[src/rtl/seg_pkg.sv]
// Shared glyph table, digit-select encoding and converter state type for the
// multiplexed 7-segment scanner.
package seg_pkg;

  // Active-low segments, bit7 = dp, bits6..0 = g..a.
  localparam logic [7:0] GLYPH_DIGIT [10] = '{
    8'hc0, 8'hf9, 8'ha4, 8'hb0, 8'h99, 8'h92, 8'h82, 8'hf8, 8'h80, 8'h90
  };
  localparam logic [7:0] GLYPH_BLANK = 8'hff;
  localparam logic [7:0] GLYPH_DASH  = 8'hbf;

  typedef enum logic [1:0] {
    CONV_IDLE  = 2'd0,
    CONV_SHIFT = 2'd1,
    CONV_DONE  = 2'd2
  } conv_state_e;

  // Active-low one-hot select for digit idx, up to 8 digits.
  function automatic logic [7:0] sel_code(input int unsigned idx);
    return ~(8'd1 << idx);
  endfunction

  function automatic logic [7:0] glyph_decode(input logic [3:0] d);
    return (d <= 4'd9) ? GLYPH_DIGIT[d] : GLYPH_BLANK;
  endfunction

  function automatic logic [63:0] pow10(input int unsigned n);
    logic [63:0] r;
    r = 64'd1;
    for (int i = 0; i < int'(n); i++) r = r * 64'd10;
    return r;
  endfunction

endpackage

[src/rtl/bin2bcd_seq.sv]
// Sequential double-dabble converter; publishes BCD digits and overflow flag
// to a display register only once a conversion has fully completed.
module bin2bcd_seq
  import seg_pkg::*;
#(
  parameter int DAT_W  = 14,
  parameter int DIGITS = 4
) (
  input  logic                  clk,
  input  logic                  rst_n,
  input  logic [DAT_W-1:0]      dat_in,
  input  logic                  load,
  output logic                  busy,
  output logic [4*DIGITS-1:0]   disp_bcd,
  output logic                  disp_ovf
);

  localparam int BCD_W = 4 * DIGITS;
  localparam int CNT_W = $clog2(DAT_W);
  localparam logic [63:0] MAX_VAL = pow10(DIGITS) - 64'd1;

  // load/busy: a load pulse is accepted only while busy is low; busy rises on
  // the accepting edge and falls when the display register has been updated.
  conv_state_e          state;
  logic [DAT_W-1:0]     bin_sr;
  logic [BCD_W-1:0]     bcd_sr;
  logic [BCD_W-1:0]     bcd_adj;
  logic [CNT_W-1:0]     bit_cnt;
  logic                 ovf_pend;

  always_comb begin
    bcd_adj = bcd_sr;
    for (int k = 0; k < DIGITS; k++) begin
      if (bcd_sr[4*k +: 4] >= 4'd5) bcd_adj[4*k +: 4] = bcd_sr[4*k +: 4] + 4'd3;
    end
  end

  always_ff @(posedge clk or negedge rst_n) begin
    if (!rst_n) begin
      state    <= CONV_IDLE;
      busy     <= 1'b0;
      bin_sr   <= '0;
      bcd_sr   <= '0;
      bit_cnt  <= '0;
      ovf_pend <= 1'b0;
      disp_bcd <= '0;
      disp_ovf <= 1'b0;
    end else begin
      case (state)
        CONV_IDLE: begin
          if (load) begin
            bin_sr   <= dat_in;
            bcd_sr   <= '0;
            bit_cnt  <= '0;
            ovf_pend <= (64'(dat_in) > MAX_VAL);
            busy     <= 1'b1;
            state    <= CONV_SHIFT;
          end
        end
        CONV_SHIFT: begin
          // Overflowed high BCD bits fall off the top; ovf covers that case.
          bcd_sr  <= {bcd_adj[BCD_W-2:0], bin_sr[DAT_W-1]};
          bin_sr  <= bin_sr << 1;
          bit_cnt <= bit_cnt + CNT_W'(1);
          if (bit_cnt == CNT_W'(DAT_W - 1)) state <= CONV_DONE;
        end
        CONV_DONE: begin
          disp_bcd <= bcd_sr;
          disp_ovf <= ovf_pend;
          busy     <= 1'b0;
          state    <= CONV_IDLE;
        end
        default: state <= CONV_IDLE;
      endcase
    end
  end

endmodule

[src/rtl/seg_scan_n.sv]
// Multiplexed common-anode display driver: scans DIGITS digits and applies
// decimal points, leading-zero blanking, per-digit blink and overflow dashes.
module seg_scan_n
  import seg_pkg::*;
#(
  parameter int CLK_HZ   = 50_000_000,
  parameter int SCAN_HZ  = 1000,
  parameter int DIGITS   = 4,
  parameter int DAT_W    = 14,
  parameter int BLINK_HZ = 2
) (
  input  logic              clk,
  input  logic              rst_n,
  input  logic [DAT_W-1:0]  dat_in,
  input  logic              load,
  input  logic [DIGITS-1:0] dp_in,
  input  logic              blank_lz,
  input  logic [DIGITS-1:0] blink_en,
  output logic              busy,
  output logic [7:0]        seg_out,
  output logic [DIGITS-1:0] sel
);

  localparam int DIV    = CLK_HZ / SCAN_HZ;
  localparam int BDIV   = CLK_HZ / (2 * BLINK_HZ);
  localparam int TICK_W = $clog2(DIV);
  localparam int BLK_W  = $clog2(BDIV);
  localparam int IDX_W  = $clog2(DIGITS);
  localparam logic [7:0]        SEL_RST_FULL = sel_code(0);
  localparam logic [DIGITS-1:0] SEL_RST      = SEL_RST_FULL[DIGITS-1:0];

  logic [4*DIGITS-1:0] disp_bcd;
  logic                disp_ovf;
  logic [TICK_W-1:0]   tick;
  logic [BLK_W-1:0]    blk_cnt;
  logic                blink_phase;
  logic [IDX_W-1:0]    dig_idx;
  logic [IDX_W-1:0]    idx_next;
  logic [3:0]          nib [DIGITS];
  logic [DIGITS-1:0]   lead_zero;
  logic                lz_run;
  logic                blanked;
  logic [7:0]          seg_next;

  bin2bcd_seq #(
    .DAT_W  (DAT_W),
    .DIGITS (DIGITS)
  ) u_conv (
    .clk      (clk),
    .rst_n    (rst_n),
    .dat_in   (dat_in),
    .load     (load),
    .busy     (busy),
    .disp_bcd (disp_bcd),
    .disp_ovf (disp_ovf)
  );

  assign idx_next = (dig_idx == IDX_W'(DIGITS - 1)) ? '0 : dig_idx + IDX_W'(1);

  // Digit 0 is the most significant nibble; lead_zero[k] means digits 0..k are all zero.
  always_comb begin
    lz_run = 1'b1;
    for (int k = 0; k < DIGITS; k++) begin
      nib[k]       = disp_bcd[4*(DIGITS-1-k) +: 4];
      lz_run       = lz_run & (nib[k] == 4'd0);
      lead_zero[k] = lz_run;
    end
  end

  always_comb begin
    blanked = !disp_ovf && blank_lz && lead_zero[dig_idx] &&
              (dig_idx != IDX_W'(DIGITS - 1));
    if (disp_ovf)     seg_next = GLYPH_DASH;
    else if (blanked) seg_next = GLYPH_BLANK;
    else              seg_next = glyph_decode(nib[dig_idx]);
    if (dp_in[dig_idx] && !blanked) seg_next[7] = 1'b0;
    if (blink_en[dig_idx] && blink_phase) seg_next = GLYPH_BLANK;
  end

  always_ff @(posedge clk or negedge rst_n) begin
    if (!rst_n) begin
      tick        <= '0;
      dig_idx     <= '0;
      sel         <= SEL_RST;
      seg_out     <= GLYPH_BLANK;
      blk_cnt     <= '0;
      blink_phase <= 1'b0;
    end else begin
      seg_out <= seg_next;
      if (tick == TICK_W'(DIV - 1)) begin
        tick    <= '0;
        dig_idx <= idx_next;
        sel     <= {sel[DIGITS-2:0], sel[DIGITS-1]};
      end else begin
        tick <= tick + TICK_W'(1);
      end
      if (blk_cnt == BLK_W'(BDIV - 1)) begin
        blk_cnt     <= '0;
        blink_phase <= ~blink_phase;
      end else begin
        blk_cnt <= blk_cnt + BLK_W'(1);
      end
    end
  end

endmodule

[config.mk]
export PLATFORM = sky130hd
export DESIGN_NAME = seg_scan_n
export DESIGN_NICKNAME = d
export VERILOG_FILES = /design/src/rtl/seg_pkg.sv /design/src/rtl/bin2bcd_seq.sv /design/src/rtl/seg_scan_n.sv
export SDC_FILE = /design/constraint.sdc
export NUM_CORES = 1
export LEC_CHECK = 0
export BUFFER_PORTS_ARGS = -buffer_cell sky130_fd_sc_hd__buf_2
export CORE_MARGIN = 1.5
export CORE_UTILIZATION = 40
export CTS_CLUSTER_DIAMETER = 50
export DETAILED_ROUTE_END_ITERATION = 7
export PLACE_DENSITY = 0.68
export SYNTH_ARGS = -nofsm -noshare
export SYNTH_HDL_FRONTEND = slang
export SYNTH_SLANG_ARGS = --single-unit
[constraint.sdc]
create_clock -name clk -period 6.1 [get_ports clk]
set_input_delay 0.915 -clock clk [delete_from_list [all_inputs] [get_ports clk]]
set_output_delay 0.915 -clock clk [all_outputs]
set_load 0.005 [all_outputs]
== After elaboration in Yosys (flattened, before gate mapping) ==
Memories as Yosys holds them, arrays and structs flattened.
Index checks and enable logic that the tools add are counted.

* Register bits after elaboration: 110
* ROM bits: 128
* Input bits: 26
* Output and inout port bits: 13
* Memories: 1

{| class="wikitable"
|+ Memory list
! memory !! words !! width !! rd ports !! clocked after memory_dff !! write ports !! line !! source
|-
| (no name shown) || 16 || 8 || 1 || 0 || 0 || seg_pkg.sv:24 || <nowiki>return (d <= 4'd9) ? GLYPH_DIGIT[d] : GLYPH_BLANK;</nowiki>
|}

* $add $sub $neg: 8
* Magnitude comparators: 9
* Eq/ne operators: 9
* Multiplexer cells: 34
* Bitwise gates (word level): 6
* Reductions and logical operators: 18

{| class="wikitable"
|+ Operators by type and width
! kind !! number
|-
| $mux 8 || 6
|-
| $mux 16 || 2
|-
| $pmux 16 s2 || 1
|-
| $pmux 14 s2 || 1
|-
| $add 24x1->24 const B || 1
|-
| $eq 24x24->1 const B || 1
|-
| $mux 24 || 1
|-
| $mux 4 || 6
|-
| $add 16x1->16 const B || 1
|-
| $eq 16x16->1 const B || 1
|-
| $ge 4x3->1 const B || 4
|-
| $logic_not 4->1 || 4
|-
| $gt 14x14->1 const B || 1
|-
| $mux 14 || 1
|-
| $add 4x2->4 const B || 3
|-
| $bmux 4 s2 || 1
|-
| $pmux 4 s2 || 1
|-
| $reduce_and 2->1 || 4
|-
| $bmux 1 s2 || 3
|-
| $mux 2 || 3
|-
| $ge 5x5->1 const B || 1
|-
| $logic_and 1x1->1 || 5
|-
| $mux 1 || 5
|-
| $not 4->5 || 1
|-
| 20 further kinds || 26
|}

== Logic depth before layout (Yosys ltp) ==
Gate-level depths: netlist of the first run.

* Depth in word-level cells: 13
* Depth in mapped cells: 8
* Gate-level depth less buffers: 7

== Modules after synthesis ==
A second synthesis of the first run with hierarchy kept.

* Cell total of the unflattened synthesis: 521
* Area total of the unflattened synthesis: 5547.8 sq um

{| class="wikitable"
|+ By module, submodules not included
! module !! instances !! cells each !! area an instance (sq um) !! sequential area each (sq um)
|-
| seg_scan_n || 1 || 261 || 2895.3 || 1390.1
|-
| bin2bcd_seq || 1 || 260 || 2652.5 || 1376.3
|}

== Worst setup path before layout of the first run ==
OpenSTA, ideal clock, no wires.

* Kind: input -> register
* Start point: input load
* End point: register u_conv.bcd_sr[11]
* Setup time: 0.122 ns
* Arrival: 1.903 ns
* Data required time: 5.978 ns
* Setup slack: 4.076 ns
* Stages on the path: 5
* Path buffers: 1
* Path through: or3b_2 -> clkbuf_1 -> nand2_1 -> o31ai_1 -> a32o_1

* Longest elaborated chain between the ends: 2

{| class="wikitable"
|+ RTL lines
! item !! line !! source
|-
| start: declaration || seg_scan_n.sv:15 || <nowiki>input logic load,</nowiki>
|-
| $ne 2x2->1 (no source line) || n/a ||
|-
| $reduce_and 2->1 (no source line) || n/a ||
|-
| end signal: assignment || bin2bcd_seq.sv:62 || <nowiki>bcd_sr <= {bcd_adj[BCD_W-2:0], bin_sr[DAT_W-1]};</nowiki>
|-
| end: declaration || bin2bcd_seq.sv:26 || <nowiki>logic [BCD_W-1:0] bcd_sr;</nowiki>
|}

Every way passes these cells.
A chain may end at the register's enable or synchronous reset.

== Worst setup path in the final report of the first run ==
* Start point: input load
* End point: register u_conv.bcd_sr[3]

The elaborated chain is that of the path after synthesis.

==> impl_metrics.yaml, run 1 <==
outcome:
  status: "finished clean"
timing:
  min_period_ns: 2.42
  grt_setup_unrepaired: "false"
  fin_worst_skew_ns: 0.0137
  maxSlewViolCount: 0
  maxSlewHeadroom_pct: 38.5
  hold_violations: 0
  tightest_slew_ns: 0.922
  holdWs_ns: 0.487
  setup_tns_ns: 0
  setup_violations: 0
  min_period_over_period_pct: 39.7
  clock.fmax_mhz: 413
synthesis:
  yosysTopAreaCell: "dfrtp_1"
  yosys-top-cells-area: "dfrtp_1 (46%), dfstp_2 (5.4%), ha_1 (4.2%)"
  synth_async_sr_flop_share_pct: 100
  yosysMostFrequentCell: "dfrtp_1"
  synth_edf_count: 0
  synth_area_per_cell_um2: 10.8
  synth_cell_types: 55
  synth.yosys.warnings: 0
  ys_seq_elements: 110
  ys.flop_type: "dfrtp_1"
  synth_common_cells: "dfrtp_1 (99), nor2_1 (47), o21ai_0 (36)"
  syn-num-nets: 539
  synthCells: 495
  yosysSeqAreaShare_pct: 51.7
  netlist_area_um2: 5360
  synth_top_area_share_pct: 46.3
hold_path:
  min_path_type: "flop to flop"
  hp-start: "tick[0]"
clocking:
  cts.sinks: 110
  cts_max_path_buffers: 2
  numCtsBuffers: 9
  postCtsHoldBufs: 0
  clk_pin_slew_worst_paths_ns: 0.08
  cts_resized: 0
  cts_setup_buffers: 0
  h-tree-depth: 3
  cts-root-buf: "clkbuf_16"
  tritoncts: "built"
  clkLatencyLatePin_ns: 0.36
finish:
  n_fill_cell: 1224
  fin_area_um2: 5990
  stdcell_count: 707
  regArea_um2: 2770
  multi_input_area_um2: 2400
  nets: 570
  insertedDiodeCount: 0
  utilization_pct: 45.6
  syn2layout_area_growth_pct: 11.9
  drive_gt1_share_pct: 20.0
worst_setup_path:
  cp_num_buf_inv: 1
  worstSetupStartpointType: "input port"
  end_kind: "flop"
  path_class: "input port to flop"
  worstPathMaxFanout: 31
  path_cells: "buf_2 > or3b_2 > nand2_1 > o31ai_1 > a32o_1"
  crit_required_ns: 6.35
  setup.worst_path.start: "load"
  crit_arrival_ns: 2.67
  critPathTopFamily: "simple AND/OR/NAND/NOR gates"
  r2r_start: "dig_idx[0]"
  max_stage_delay_ns: 0.72
  crit_slowest_cell: "or3b_2"
die:
  die_w_um: 119
  rows: 42
  die_area_um2: 14100
  core_um2: 13100
  die_h_um: 119
  io_pins: 39
  initial_core_util_pct: 40.8
global_route:
  grt_pass1_vias: 3710
  antenna_found_initial: 0
  grt_pass1_wl_mm: 17.8
  grt_max_degree: 75
  grt_overflow: 0
  grt_usage_pct: 15.7
power_and_ir_drop:
  p_sw_share_pct: 33.5
  p_sw_uw: 787
  pwr-share-seq_pct: 45.4
  power.internal_uw: 1560
  power_density_nw_per_um2: 392
  pwr-share-comb_pct: 28.8
  clockPowerShare_pct: 25.8
  ir_drop_uv: 279
  p_leak_uw: 0.00259
detailed_routing:
  drt_first_pass_iters: 4
  vias: 3758
  detail_route.vias_per_cell: 5.32
  wl_per_cell_um: 14.5
  wl_mm: 10.3
  drt-initial-drc-count: 201
  ant_nets: 0
  drc: 0
placed_design:
  post-dp-hpwl_mm: 7.12
  place.port_buffers: 38
  place_area_um2: 5690
  placed_cells: 691
  gp_congestion: 0.772
job:
  drv_cap: 0
==> power groups by stage <==
stage	Combinational, µW	Clock [µW]	Sequential, µW
floorplan	524	0	1040
global placement	645	0	1070
detailed placement	678	0	1080
CTS	681	622	1070
global route	783	645	1090
finish	676	606	1070
==> state kept, by name, indices dropped and copies added (netlist names), 2 cells and up <==
name and count:
u_conv.bit_cnt 4, u_conv.state 2, seg_out 8, u_conv.bin_sr 14, dig_idx 2, sel 4
u_conv.disp_bcd 16, blk_cnt 24, tick 16, u_conv.bcd_sr 16
==> cell families after synthesis <==
logic type      count (synthesis)  synth area share [%]
compound gates                 85                  9.84
simple gates                  172                  17.5
flops                         110                  51.7
fa+ha+maj                      18                  4.21
mux                            30                  7.45
buf+inv                        44                  3.48
xor+xnor                       36                  5.89
==> metal layers <==
layer	vias to the layer above	GRT usage [%]	routed length, µm
met3	19	4.20	396
met2	65	24.7	4790
met1	1844	20.2	4770
li1	1830	-	-
met4	0	7.15	303
met5	-	0	0
==> through the flow <==
stage	worst slack (ns)	power (µW)
3_3_place_gp	3.35	1710
3_5_place_dp	3.30	1760
5_1_grt	3.53	2520
2_1_floorplan	4.08	1560
6_report	3.68	2350
4_1_cts	3.68	2370
==> worst reg2reg max path, cell delays in order, from the launching register on <==
cell	delay [ns]
dfrtp_1	0.67
mux4_2	0.63
inv_1	0.14
ha_1	0.20
nor2_1	0.07
o21ai_2	0.13
o2111a_1	0.31
o211ai_1	0.13
==> cell type report <==
| type | instances | share of cell area, % |
|---|---|---|
| flip-flops and latches | 110 | 46.2 |
| clock buffers | 9 | 3.76 |
| clock inverters | 7 | 1.32 |
| inverters | 24 | 1.50 |
| repair buffers | 40 | 3.47 |
| multi-input cells | 341 | 40.1 |
| well taps | 176 | 3.68 |
==> placed cells by master, fill, tap and decap left out, drive strengths merged, types with 2 or more instances in the layout <==
cell type and n:
dfrtp 99, nor2 47, buf 40, o21ai 37, nand3 31, nand2 28
inv 28, xnor2 21, mux2 19, ha 18, xor2 15, o22ai 12
a21oi 12, o31ai 11, dfstp 11, nand4 11, nor3 9, clkbuf 9
nor4 9, nand2b 8, mux4 6, mux2i 5, nor2b 5, and4 5
a32o 4, or4 4, and2 3, and3 3, or3 3, nor4b 2
o211ai 2, clkinv 2
==> worst paths after layout <==
check                                   end  slack [ns]  depth (start not counted)
min in group asynchronous           tick[3]        0.69                          1
max                        u_conv.bcd_sr[3]        3.68                          5
min reg2reg                         tick[0]        0.49                          1
max reg2reg                      seg_out[4]        3.71                          7
min                                 tick[0]        0.49                          1
max in group asynchronous        seg_out[6]        4.39                          2
Power figures use the tool's default switching activity.
==> run 2: changes to the inputs <==
Clock period 6.1 ns to 2.5 ns, I/O delays scaled along.
==> run 2 against run 1 <==
Net effect: global-route usage grew 0.27 points; first-iteration DRC count shrank 17%; register-to-register slack lost 3.2 ns; core utilization grew 0.40 points; non-clock buffer count grew 6; clock power grew 140%; power grew 140%; sequential cell count is the same; combinational power grew to 2.5 times the previous value.
==> impl_metrics.yaml, run 2 (synthesis results as in run 1) <==
finish:
  largest_reg_flops: 24
  insertedDiodeCount: 0
  stdcell_count: 713
  most-common-layout-cells: "dfrtp_1 (99), nor2_1 (47), buf_2 (37), o21ai_0 (36), nand3_1 (29)"
  final_common_cell: "dfrtp_1"
  drive_gt1_share_pct: 20.7
  top_register: "blk_cnt"
  syn2layout_area_growth_pct: 12.9
  nets: 576
  fin_area_um2: 6040
clocking:
  cts-root-buf: "clkbuf_16"
  postCtsHoldBufs: 0
  cts.sinks: 110
  cts_max_path_buffers: 2
  numCtsBuffers: 9
  tritoncts: "built"
  h-tree-depth: 3
  cts_resized: 0
  cts_setup_buffers: 0
  clkLatencyLatePin_ns: 0.36
  clk_pin_slew_worst_paths_ns: 0.07
timing:
  setup_tns_ns: 0
  hold_violations: 0
  maxSlewViolCount: 0
  min_period_ns: 2.04
  min_period_over_period_pct: 81.5
  fin_worst_skew_ns: 0.0154
  grt_setup_unrepaired: "false"
  tightest_slew_ns: 0.916
  clock.fmax_mhz: 491
  holdWs_ns: 0.00181
  maxSlewHeadroom_pct: 39.0
  setup_violations: 0
worst_setup_path:
  worstPathMaxFanout: 6
  crit_required_ns: 2.77
  rrSetupSlack_ns: 0.46
  worstSetupStartpointType: "flop"
  path_class: "flop to flop"
  end_kind: "flop"
  crit_arrival_ns: 2.31
global_route:
  grt_pass1_vias: 3851
  antenna_found_initial: 0
  grt_max_degree: 47
  grt_pass1_wl_mm: 18.1
  grt_overflow: 0
  grt_usage_pct: 16.0
detailed_routing:
  vias: 3736
  wl_mm: 10.3
  drt_first_pass_iters: 4
  drt-initial-drc-count: 166
  detail_route.vias_per_cell: 5.24
  wl_per_cell_um: 14.4
  drc: 0
  ant_nets: 0
power_and_ir_drop:
  p_leak_uw: 0.00261
  ir_drop_uv: 630
  clockPowerShare_pct: 25.3
  pwr-share-seq_pct: 45.2
  p_sw_uw: 1900
  power_density_nw_per_um2: 945
  p_sw_share_pct: 33.2
  total_power_uw: 5710
  power.internal_uw: 3810
  pwr-share-comb_pct: 29.5
placed_design:
  place.port_buffers: 38
  gp_congestion: 0.840
  post-dp-hpwl_mm: 7.34
  place_area_um2: 5740
  placed_cells: 697
die:
  die_area_um2: 14100
  rows: 42
  die_h_um: 119
  initial_core_util_pct: 40.8
  die_w_um: 119
  core_um2: 13100
  io_pins: 39
job:
  drv_cap: 0
outcome:
  status: "finished clean"
hold_path:
  min_path_type: "input port to asynchronous set/reset pin"
[run 2: critical path: stages (launching register included)]
cell	delay (ns)
dfrtp_1	0.42
mux4_2	0.58
inv_1	0.13
ha_1	0.21
nor2_1	0.07
o21ai_2	0.12
o2111a_1	0.30
o21ai_0	0.12
[run 2: path summary, 6_finish.rpt]
path,from,cells after the start,to
max,dig_idx[0],7,seg_out[3]
min,rst_n,1,tick[12]
max reg2reg,dig_idx[0],7,seg_out[3]
min reg2reg,blk_cnt[0],1,blk_cnt[0]
max in group asynchronous,rst_n,2,sel[1]
min in group clk,dat_in[0],3,u_conv.bin_sr[0]
[run 2: layout make-up]
class / count / area, µm²
clock buffer: 10 / 229
clock inverter: 6 / 70.1
fill: 1270 / 7090
inverter: 24 / 90.1
multi-input combinational: 341 / 2400
sequential: 110 / 2770
tap: 176 / 220
timing repair buffer: 46 / 265
[run 2: through the flow]
stage	utilization, %	setup WS, ns
2_1_floorplan	-	0.559
6_report	46.0	0.462
4_1_cts	46.0	0.474
5_1_grt	46.0	0.317
3_5_place_dp	43.7	0.508
3_3_place_gp	43.7	0.588
[run 2: layer usage]
metal | vias up | global-route usage, % | routed length (µm)
met1 | 1835 | 20.3 | 4710
met4 | 0 | 4.44 | 104
li1 | 1830 | - | -
met3 | 11 | 4.58 | 360
met2 | 60 | 26.7 | 5080
met5 | - | 0 | 0
[run 2: power groups by stage]
stage / registers, µW / logic (µW) / clock network, µW
2_1_floorplan: 2530 / 1280 / 0
3_3_place_gp: 2600 / 1610 / 0
3_5_place_dp: 2620 / 1690 / 0
4_1_cts: 2580 / 1700 / 1500
5_1_grt: 2640 / 1930 / 1550
6_report: 2580 / 1690 / 1450
==> run 3: changes to the inputs <==
Settings changed: PLACE_DENSITY 0.68 to 0.7.
Clock period 2.5 ns to 1.77 ns, I/O delays scaled along.
==> run 3 against run 2 <==
Net effect: the flow now finishes with violations (negative hold slack, negative setup slack); combinational power increased by 65%; critical endpoint is now seg_out[4]; final area rose by 5.3%; power grew 46%; clock power rose by 30%; non-clock buffer count up 36; maximum frequency up 10%; final cell count up 5.0%; sequential power grew 41%; register-to-register slack got worse by 0.54 ns.
==> impl_metrics.yaml, run 3 (synthesis results as in run 1) <==
finish:
  drive_gt1_share_pct: 28.1
  largest_reg_flops: 24
  stdcell_count: 749
  insertedDiodeCount: 0
  final_common_cell: "dfrtp_1"
  top_register: "blk_cnt"
  most-common-layout-cells: "dfrtp_1 (97), nor2_1 (46), buf_4 (43), buf_2 (37), o21ai_0 (32)"
  syn2layout_area_growth_pct: 18.8
  nets: 612
detailed_routing:
  detail_route.vias_per_cell: 5.25
  drc: 0
  vias: 3932
  drt_first_pass_iters: 4
  drt-initial-drc-count: 240
  route.met2.wl_mm: 5.21
  ant_nets: 0
  m1WireLength_mm: 4.83
  met3_length_um: 393
  wl_mm: 10.6
  highest_layer: "met4"
  wl_per_cell_um: 14.1
global_route:
  antenna_found_initial: 0
  grt_max_degree: 111
  grt_pass1_wl_mm: 18.8
  grt_pass1_vias: 4012
  grt_usage_pct: 16.3
  grt_overflow: 0
timing:
  hold_violations: 6
  maxSlewHeadroom_pct: 61.8
  setup_tns_ns: -0.396
  min_period_over_period_pct: 104
  clock.fmax_mhz: 542
  maxSlewViolCount: 0
  setup_violations: 7
  grt_setup_unrepaired: "true"
  min_period_ns: 1.85
  holdWs_ns: -0.0145
  tightest_slew_ns: 0.573
  fin_worst_skew_ns: 0.00693
  fin_ws_ns: -0.0762
power_and_ir_drop:
  clockPowerShare_pct: 22.7
  pwr-share-comb_pct: 33.5
  p_leak_uw: 0.00278
  p_sw_share_pct: 33.3
  pwr-share-seq_pct: 43.8
  ir_drop_uv: 652
  power_density_nw_per_um2: 1310
  p_sw_uw: 2770
  power.internal_uw: 5550
placed_design:
  post-dp-hpwl_mm: 7.61
  gp_congestion: 0.839
  placed_cells: 730
  place.port_buffers: 38
die:
  die_h_um: 119
  die_area_um2: 14100
  die_w_um: 119
  rows: 42
  initial_core_util_pct: 40.8
  core_um2: 13100
  io_pins: 39
job:
  drv_cap: 0
worst_setup_path:
  crit_arrival_ns: 2.11
  path_cells: "mux4_2 > buf_4 > ha_4 > nor2_2 > o21ai_2 > o2111a_2 > o211ai_1"
  worstPathMaxFanout: 6
  path_class: "flop to flop"
  cp_num_buf_inv: 1
  r2r_start: "dig_idx[0]"
  crit_slowest_cell: "mux4_2"
  worstSetupStartpointType: "flop"
  setup.worst_path.start: "dig_idx[0]"
  critPathTopFamily: "multiplexers"
  max_stage_delay_ns: 0.56
  crit_required_ns: 2.04
  end_kind: "flop"
hold_path:
  min_path_type: "input port to asynchronous set/reset pin"
clocking:
  cts-root-buf: "clkbuf_16"
  cts.sinks: 110
  tritoncts: "built"
  h-tree-depth: 3
  postCtsHoldBufs: 0
  cts_max_path_buffers: 2
  numCtsBuffers: 9
  clk_pin_slew_worst_paths_ns: 0.07
  clkLatencyLatePin_ns: 0.35
outcome:
  status: "finished with violations"
  violations: "negative hold slack, negative setup slack"
[run 3: cell count changes in the layout (fill, tap and decap cells not counted), sizes merged]
cell / before / now
buf: 46 / 82
clkbuf: 10 / 11
clkinvlp: 3 / 2
bufinv: 1 / 0
clkinv: 0 / 1
[run 3: power by group through the flow]
stage,registers (µW),logic [µW],clock network [µW]
floorplan,3570,1850,0
global placement,3660,2600,0
detailed placement,3690,2740,0
CTS,3640,2760,1970
global route,3730,3200,2050
finish,3640,2790,1890
[run 3: routing by layer]
metal,GRT usage [%],vias up
met5,0,-
met4,3.61,0
met3,3.91,10
met2,27.2,62
met1,21.7,1950
li1,-,1910
[run 3: cell type report]
class | instances | area (µm²)
Timing Repair Buffer | 82 | 539
Sequential cell | 110 | 2770
Multi-Input combinational cell | 341 | 2460
Clock buffer | 11 | 233
Clock inverter | 5 | 43.8
Fill cell | 1204 | 6780
Tap cell | 176 | 220
Inverter | 24 | 92.6
[run 3: worst paths after layout]
path                               endpoint  slack, ns  cells after the start
min in group clk           u_conv.bin_sr[0]       0.10                      3
min reg2reg                     blink_phase       0.49                      1
max in group asynchronous        dig_idx[0]       1.34                      2
min                              blk_cnt[8]      -0.01                      2
max reg2reg                      seg_out[4]      -0.08                      7
max                              seg_out[4]      -0.08                      7
[run 3: repair_timing]
item | in CTS | in global routing
resized for setup | 1 | 14
setup endpoints to repair | 7 | 26
buffers inserted | 0 | 3
pin swaps | 0 | 3
[run 3: worst register-to-register path: stages (launching register included)]
cell and delay (ns):
dfrtp_2 0.42, mux4_2 0.56, buf_4 0.17, ha_4 0.16, nor2_2 0.13, o21ai_2 0.07, o2111a_2 0.16, o211ai_1 0.11
[run 3: stage by stage]
step	hold WS, ns	power (µW)	cell area [µm²]	setup slack, ns	utilization, %
6_report	-0.0145	8330	6360	-0.0762	48.4
3_5_place_dp	0.390	6430	6020	-0.145	45.8
5_1_grt	0.0308	8970	6360	-0.136	48.4
2_1_floorplan	-0.0301	5420	5390	-0.107	-
3_3_place_gp	0.384	6260	6020	-0.0612	45.8
4_1_cts	0.0106	8370	6300	-0.102	48.0
